==> config.mk <==
export PLATFORM = sky130hd
export DESIGN_NAME = oit_bin_to_bcd
export DESIGN_NICKNAME = d
export VERILOG_FILES = /design/src/rtl/oit_bcd_pkg.sv /design/src/rtl/oit_bcd_digit_adj.sv /design/src/rtl/oit_bin_to_bcd.sv
export SDC_FILE = /design/constraint.sdc
export NUM_CORES = 1
export LEC_CHECK = 0
export CAP_MARGIN = 10
export CORE_ASPECT_RATIO = 1.75
export CORE_MARGIN = 5
export CORE_UTILIZATION = 58
export DETAILED_ROUTE_END_ITERATION = 8
export PLACE_DENSITY = 0.85
export SYNTH_ARGS = -nofsm -noshare
export SYNTH_HDL_FRONTEND = slang
export SYNTH_SLANG_ARGS = --single-unit
export TNS_END_PERCENT = 100
==> constraint.sdc <==
create_clock -name clock -period 2.1 [get_ports clock]
set_input_delay 0.315 -clock clock [delete_from_list [all_inputs] [get_ports clock]]
set_output_delay 0.315 -clock clock [all_outputs]
set_load 0.02 [all_outputs]
==> src/rtl/oit_bcd_pkg.sv <==
`default_nettype none
// ============================================================================
// Module      : oit_bcd_pkg
// Description : Shared types and constants for the binary-to-BCD converter.
//               Holds the converter state encoding, the saturated BCD digit
//               value used on overflow, and the counter-width helper.
// Revision    : 1.0 - initial release
// ============================================================================
package oit_bcd_pkg;

    // Converter sequencing states
    typedef enum logic [1:0] {
        ST_IDLE  = 2'd0,
        ST_SHIFT = 2'd1,
        ST_DONE  = 2'd2
    } bcd_state_t;

    // Every nibble of a saturated (overflowed) result
    localparam logic [3:0] c_BCD_NINE = 4'h9;

    // Bits needed to hold any value in 0..n-1 (never less than one bit)
    function automatic int oitBits(input int n);
        return (n <= 2) ? 1 : $clog2(n);
    endfunction

endpackage
`default_nettype wire

==> src/rtl/oit_bcd_digit_adj.sv <==
`default_nettype none
// ============================================================================
// Module      : oit_bcd_digit_adj
// Description : Combinational double-dabble digit cell. Adds 3 to a BCD digit
//               whose value is 5..9 so that the following left shift carries
//               correctly into the next decade.
// Ports       : i_digit - current BCD digit
//               o_digit - adjusted digit (at most 4'hC)
// Revision    : 1.0 - initial release
// ============================================================================
module oit_bcd_digit_adj (
    input  logic [3:0] i_digit,
    output logic [3:0] o_digit
);

    assign o_digit = (i_digit >= 4'd5) ? (i_digit + 4'd3) : i_digit;

endmodule
`default_nettype wire

==> src/rtl/oit_bin_to_bcd.sv <==
`default_nettype none
// ============================================================================
// Module      : oit_bin_to_bcd
// Description : Sequential binary-to-BCD converter (shift-and-add-3), one
//               input bit per clock. Result register only updates at the end
//               of a conversion so downstream displays never see partial data.
// Ports       : clock    - system clock, rising edge
//               reset    - asynchronous active-low reset
//               start    - conversion request, sampled only when idle
//               in       - unsigned binary value, captured on accepted start
//               busy     - conversion in progress
//               done     - one-cycle pulse when out/overflow update
//               overflow - last value did not fit in DIGITS decimal digits
//               out      - packed BCD, digit 0 (ones) in bits [3:0]
// Revision    : 1.0 - initial release
// ============================================================================
module oit_bin_to_bcd
    import oit_bcd_pkg::*;
#(
    parameter int WIDTH  = 10,
    parameter int DIGITS = 3
) (
    input  logic                  clock,
    input  logic                  reset,
    input  logic                  start,
    input  logic [WIDTH-1:0]      in,
    output logic                  busy,
    output logic                  done,
    output logic                  overflow,
    output logic [DIGITS*4-1:0]   out
);

    localparam int c_CNT_W = oitBits(WIDTH + 1);
    localparam int c_ACC_W = DIGITS * 4;

    bcd_state_t           r_state;
    bcd_state_t           w_state_next;
    logic [WIDTH-1:0]     r_sr;
    logic [c_ACC_W-1:0]   r_acc;
    logic [c_ACC_W-1:0]   w_acc_adj;
    logic                 r_ovf;
    logic [c_CNT_W-1:0]   r_cnt;
    logic                 r_busy;
    logic                 r_done;
    logic                 r_overflow;
    logic [c_ACC_W-1:0]   r_out;

    // One add-3 cell per decade, applied before every shift
    generate
        for (genvar g = 0; g < DIGITS; g++) begin : g_digit
            oit_bcd_digit_adj u_adj (
                .i_digit (r_acc[4*g +: 4]),
                .o_digit (w_acc_adj[4*g +: 4])
            );
        end
    endgenerate

    // Next-state logic
    always_comb begin
        w_state_next = r_state;
        case (r_state)
            ST_IDLE:  if (start) w_state_next = ST_SHIFT;
            ST_SHIFT: if (r_cnt == c_CNT_W'(1)) w_state_next = ST_DONE;
            ST_DONE:  w_state_next = ST_IDLE;
            default:  w_state_next = ST_IDLE;
        endcase
    end

    always_ff @(posedge clock or negedge reset) begin
        if (!reset) begin
            r_state <= ST_IDLE;
        end else begin
            r_state <= w_state_next;
        end
    end

    // Datapath and registered outputs
    always_ff @(posedge clock or negedge reset) begin
        if (!reset) begin
            r_sr       <= '0;
            r_acc      <= '0;
            r_ovf      <= 1'b0;
            r_cnt      <= '0;
            r_busy     <= 1'b0;
            r_done     <= 1'b0;
            r_overflow <= 1'b0;
            r_out      <= '0;
        end else begin
            // busy tracks the state being entered so it is already high in
            // the cycle after the accepting edge and low in the done cycle
            r_busy <= (w_state_next != ST_IDLE);
            r_done <= (r_state == ST_DONE);
            case (r_state)
                ST_IDLE: begin
                    if (start) begin
                        r_sr  <= in;
                        r_acc <= '0;
                        r_ovf <= 1'b0;
                        r_cnt <= c_CNT_W'(WIDTH);
                    end
                end
                ST_SHIFT: begin
                    // {ovf_bit, acc, sr} <<= 1 after the add-3 adjust; the bit
                    // leaving the top digit makes the overflow sticky
                    r_acc <= {w_acc_adj[c_ACC_W-2:0], r_sr[WIDTH-1]};
                    r_sr  <= r_sr << 1;
                    r_ovf <= r_ovf | w_acc_adj[c_ACC_W-1];
                    r_cnt <= r_cnt - c_CNT_W'(1);
                end
                ST_DONE: begin
                    r_out      <= r_ovf ? {DIGITS{c_BCD_NINE}} : r_acc;
                    r_overflow <= r_ovf;
                end
                default: ;
            endcase
        end
    end

    assign busy     = r_busy;
    assign done     = r_done;
    assign overflow = r_overflow;
    assign out      = r_out;

endmodule
`default_nettype wire
* After elaboration in Yosys (flattened, before gate mapping) *
Cells that the tools add are included.

word-level totals
  register bits after elaboration = 44
  output and inout port bits = 15

operators by class
  add/sub/neg operators = 4
  $lt $le $gt $ge = 3
  equal/unequal tests = 4
  muxes and demuxes = 15
  bitwise logic cells = 1
  reduce and logical (&&, ||, !) cells = 4

operators with widths
  cell                                                  count
  two-way mux 12 bit                                    2
  one-hot mux 12 bit (2 select lines)                   1
  one-hot mux 10 bit (2 select lines)                   1
  two-way mux 4 bit                                     4
  adder 4 x 2 -> 4 bit (second input constant)          3
  >= comparator 4 x 3 -> 1 bit (second input constant)  3
  two-way mux 10 bit                                    1
  one-hot mux 4 bit (2 select lines)                    1
  equality test 4 x 1 -> 1 bit (second input constant)  1
  two-way mux 2 bit                                     2
  one-hot mux 2 bit (2 select lines)                    1
  nonzero test 2 bit                                    2
  subtractor 4 x 1 -> 4 bit (second input constant)     1
  equality test 2 x 1 -> 1 bit (second input constant)  1
  equality test 2 bit (second input constant)           1
  zero test 2 bit                                       1
  != test 2 bit (second input constant)                 1
  one-hot mux 1 bit (2 select lines)                    1
  AND reduction 2 bit                                   1
  two-way mux 1 bit                                     1
  bitwise OR 1 bit                                      1

* Logic depth before layout (Yosys ltp) *
  word-level depth = 4
  mapped depth = 6

* Cells and area by module *
From an unflattened synthesis, not the netlist that was laid out.

second synthesis, totals
  cells, all modules = 209
  area, all modules = 2130.8 um2

by module, submodules not included
  module             times used  cells each  area each (um2)  seq. area each (um2)
  oit_bin_to_bcd     1           161         1826.8           1101.1
  oit_bcd_digit_adj  3           16          101.3            0.0

* Worst setup path before layout *
No wires, ideal clock.

  path type = reg-to-reg
  start = register r_acc[4]
  end = register r_acc[8]
  arrival time = 1.192 ns
  data required time = 1.999 ns
  setup slack = 0.807 ns
  cell stages (with the launch flop) = 6
  cells stage by stage = dfrtp_1 > inv_1 > ha_1 > nor2b_1 > o21a_1 > o32ai_1

between the ends
  longest elaborated chain between the ends = 3

RTL lines
  item                                                                         line                     text
  from (decl)                                                                  oit_bin_to_bcd.sv:39     logic [c_ACC_W-1:0] r_acc;
  from (signal assigned)                                                       oit_bin_to_bcd.sv:105    r_acc <= {w_acc_adj[c_ACC_W-2:0], r_sr[WIDTH-1]};
  adder 4 x 2 -> 4 bit / >= comparator 4 x 3 -> 1 bit (equally long branches)  oit_bcd_digit_adj.sv:16  assign o_digit = (i_digit >= 4'd5) ? (i_digit + 4'd3) : i_digit;
  two-way mux 4 bit *                                                          oit_bcd_digit_adj.sv:16
  one-hot mux 12 bit (2 select lines) *                                        oit_bin_to_bcd.sv:93     case (r_state)

Mark *: on every way between the ends. The rest lies on a longest branch, timed or not.
A chain may end at the register's enable or synchronous reset.

* Final worst setup path *
  start = register r_state[1]
  end = register r_out[2] (netlist: out[2])

between the ends
  longest elaborated chain between the ends = 1

RTL lines
  item                    line                   text
  from (decl)             oit_bin_to_bcd.sv:36   bcd_state_t r_state;
  from (signal assigned)  oit_bin_to_bcd.sv:73   r_state <= w_state_next;
  equality test 2 bit     oit_bin_to_bcd.sv:93
  to (signal assigned)    oit_bin_to_bcd.sv:111  r_out <= r_ovf ? {DIGITS{c_BCD_NINE}} : r_acc;
  to (decl)               oit_bin_to_bcd.sv:46   logic [c_ACC_W-1:0] r_out;

Every way passes these cells.

==> impl_metrics.csv <==
group,metric,value,unit
placed_design,port_buffers,27,
setup_path,r2r_start,"r_state[1]$_DFF_PN0_",
route,post_drt_wl_per_cell,14.28,µm
sta,setup_violations,0,
clock_tree,cts-resized-gates,0,
yosys,synth-seq-cells,44,
setup_path,crit_chain,"nand2b_1, buf_4, o31ai_1",
setup_path,crit_path_top_delay_cell,"dfrtp_1",
route,viasPerCell,5.652,
global_routing,antenna_found_initial,0,
die,die_h,90.23,µm
clock_tree,cts.sinks,44,
global_routing,grt_util_met3,3.295,%
die,die_w,55.85,µm
global_routing,grt_pass1_wl,6817,µm
setup_path,critPathMaxFanout,17,
pwr,power-per-cell-area,1517,nW/µm²
setup_path,setup.worst_path.start,"r_state[1]$_DFF_PN0_",
sta,hold_viol_final,0,
clock_tree,cts_tree,"yes",
pwr,p_leak,1.117,nW
pwr,fin_total_pwr,3.852,mW
yosys,synth_area_leader_cell,"dfrtp_1",
clock_tree,worstSkewPairLatency,0.30,ns
route,vias,1594,
setup_path,slowest_delay,0.65,ns
clock_tree,root_buffer,"clkbuf_8",
clock_tree,clock_path_buffers,2,
clock_tree,htree_levels,2,
hold_path,min_path_type,"input pin to asynchronous set/reset pin",
sta,maxSlewHeadroom,67.96,%
finish,nets,256,
setup_path,cp-start-kind,"flip-flop",
setup_path,required,2.30,ns
die,row_count,29,
setup_path,endpoint_kind,"flip-flop",
global_routing,grt_pass1_vias,1598,
yosys,syn_area_per_cell,10.41,µm²
finish,area_delta_synth_final,19.00,%
yosys,synth.area.top_cells,"dfrtp_1 (52%), nand2_1 (5.1%), ha_1 (4.7%)",
yosys,synth.distinct_cells,33,
yosys,yosys.area.top_type_share,51.61,%
die,ios,28,
sta,rsz0062_at_grt,"no",
setup_path,path_class,"flip-flop to flip-flop",
yosys,yosys_warnings,0,
outcome,status,"complete, no violations",
placed_design,gp_congestion,0.8174,
die,start_util,59.39,%
global_routing,grtUsageMet1,17.45,%
yosys,postSynthCellCount,205,
route,wl,4027,µm
pwr,peakVddDrop,1.181,mV
sta,skew,0.01117,ns
sta,clock.fmax,637.6,MHz
setup_path,crit_family,"flip-flops",
clock_tree,clk_pin_slew_worst_paths,0.08,ns
global_routing,met2_usage,32.11,%
finish,drive_gt1_share,9.322,%
setup_path,crit_buf_inv,1,
setup_path,worstPathArrival,1.77,ns
placed_design,place_hpwl,3038,µm
die,dieArea,5039,µm²
die,core,3592,µm²
sta,worstMarginPinSlew,0.4807,ns
route,ant_nets,0,
clock_tree,cts_made_buffers,5,
yosys,synth.cell_area,2133,µm²
yosys,ys_seq_area_share,51.61,%
global_routing,grt_max_degree,19,
yosys,syn_nets,226,
global_routing,grt_usage,16.99,%
run,maxCapViolations,0,
global_routing,grt_overflow,0,
sta,finalSetupTns,0,ns
finish,num_antenna_cells,0,
sta,finalCriticalPeriod,1.568,ns
global_routing,grt_busiest_layer,"met2",
sta,min_period_over_period,74.68,%
sta,final_max_slew_viol_count,0,
finish,finalCoreUtilization,70.67,%
route,firstDrtPassIters,4,
route,drc,0,
route,drtIter0Drc,51,
[state kept, by name (all words and copies together) (netlist names)]
name and cells:
out 12, r_acc 12, r_sr 10, r_cnt 4, r_state 2, busy 1, done 1, overflow 1
r_ovf 1
[layout by cell type, fill, tap and decap left out, drive strengths merged, types with 2 or more instances in the layout]
cell type / synthesis / layout
o32ai: 2 / 2
ha: 8 / 8
clkbuf: 2 / 6
nor2b: 5 / 5
o31ai: 11 / 11
buf: 10 / 8
dfrtp: 44 / 44
a22oi: 10 / 10
xnor2: 3 / 3
a32o: 4 / 4
o21ai: 20 / 20
nand2b: 6 / 6
o221ai: 3 / 3
nand2: 29 / 29
o21a: 3 / 3
mux2: 2 / 2
o211ai: 3 / 3
inv: 18 / 18
clkdlybuf4s50: 0 / 26
nor2: 9 / 9
o2111ai: 6 / 6
[routing by layer]
layer  wire, µm  vias to the layer above
li1           -                      779
met1       1567                      770
met2       2181                       36
met3        201                        9
met4         77                        0
met5          0                        -
[path summary, 6_finish.rpt]
check	endpoint	slack [ns]	depth (start not counted)
worst max register to register	out[2]$_DFFE_PN0P_	0.53	3
worst min register to register	out[5]$_DFFE_PN0P_	0.48	2
worst min-delay path	r_state[0]$_DFF_PN0_	0.45	2
min in group clock	out[5]$_DFFE_PN0P_	0.48	2
max in group asynchronous	r_cnt[3]$_DFFE_PN0P_	1.11	3
worst max-delay path	out[2]$_DFFE_PN0P_	0.53	3
[cells by family (layout without fill, tap and decap cells)]
kind of cell	count (synthesis)	in the layout	synth area share, %
AOI/OAI and AO/OA	66	66	23.23
DFF	44	44	51.61
adders and majority gates	8	8	4.692
and+or+nand+nor	51	51	10.44
xor gates and xnor gates	3	3	1.232
muxes	3	3	1.525
buffers and inverters	30	61	7.272
[repair_timing]
| item | CTS | global route |
|---|---|---|
| endpoints found under the hold margin | 14 | 0 |
| hold buffers | 1 | 0 |
| setup buffers | 0 | 0 |
[power breakdown]
part	switching (mW)	internal [mW]	total, mW	leakage [nW]
combinational	0.927	0.799	1.73	0.493
clock	0.278	0.353	0.631	0.0552
sequential	0.306	1.19	1.50	0.569
[per-stage QoR]
step / std cells / cell area [µm²] / setup WS [ns] / hold slack (ns)
after floorplan: 205 / 2133 / 0.8071 / 0.01941
after global placement: 273 / 2421 / 0.4974 / 0.2430
after detailed placement: 273 / 2421 / 0.4231 / 0.2506
after CTS: 282 / 2539 / 0.4889 / 0.4534
after global routing: 282 / 2539 / 0.2838 / 0.4947
final: 282 / 2539 / 0.5316 / 0.4504
[cells in the mapped netlist (all sizes together)]
library cell / instances
nor2: 9
a22oi: 10
xnor2: 3
a31oi: 1
buf: 10
a32o: 4
o21ai: 20
clkbuf: 2
o21bai: 1
mux2: 2
nor2b: 5
o221ai: 3
o21a: 3
o211ai: 3
a22o: 1
inv: 18
o2111ai: 6
nand2b: 6
nor3: 1
a21oi: 1
o32ai: 2
mux2i: 1
nand2: 29
o31ai: 11
and3: 1
ha: 8
dfrtp: 44
[worst reg2reg max path, delay by kind of cell (launching register included)]
family                 cells  cell delay (ns)
flip-flops                 1             0.65
AND/OR/NAND/NOR            1             0.34
buffers and inverters      1             0.29
AO/OA/AOI/OAI              1             0.20
[layout make-up]
cell class / instances / area [µm²]
timing repair buffer: 35 / 327.8
fill: 261 / 1054
clock inverter: 2 / 35.03
multi-input combinational: 131 / 877.1
inverter: 18 / 67.56
clock buffer: 6 / 72.57
sequential: 44 / 1101
tap: 46 / 57.56
No activity file was read; power rests on OpenSTA's default activity.
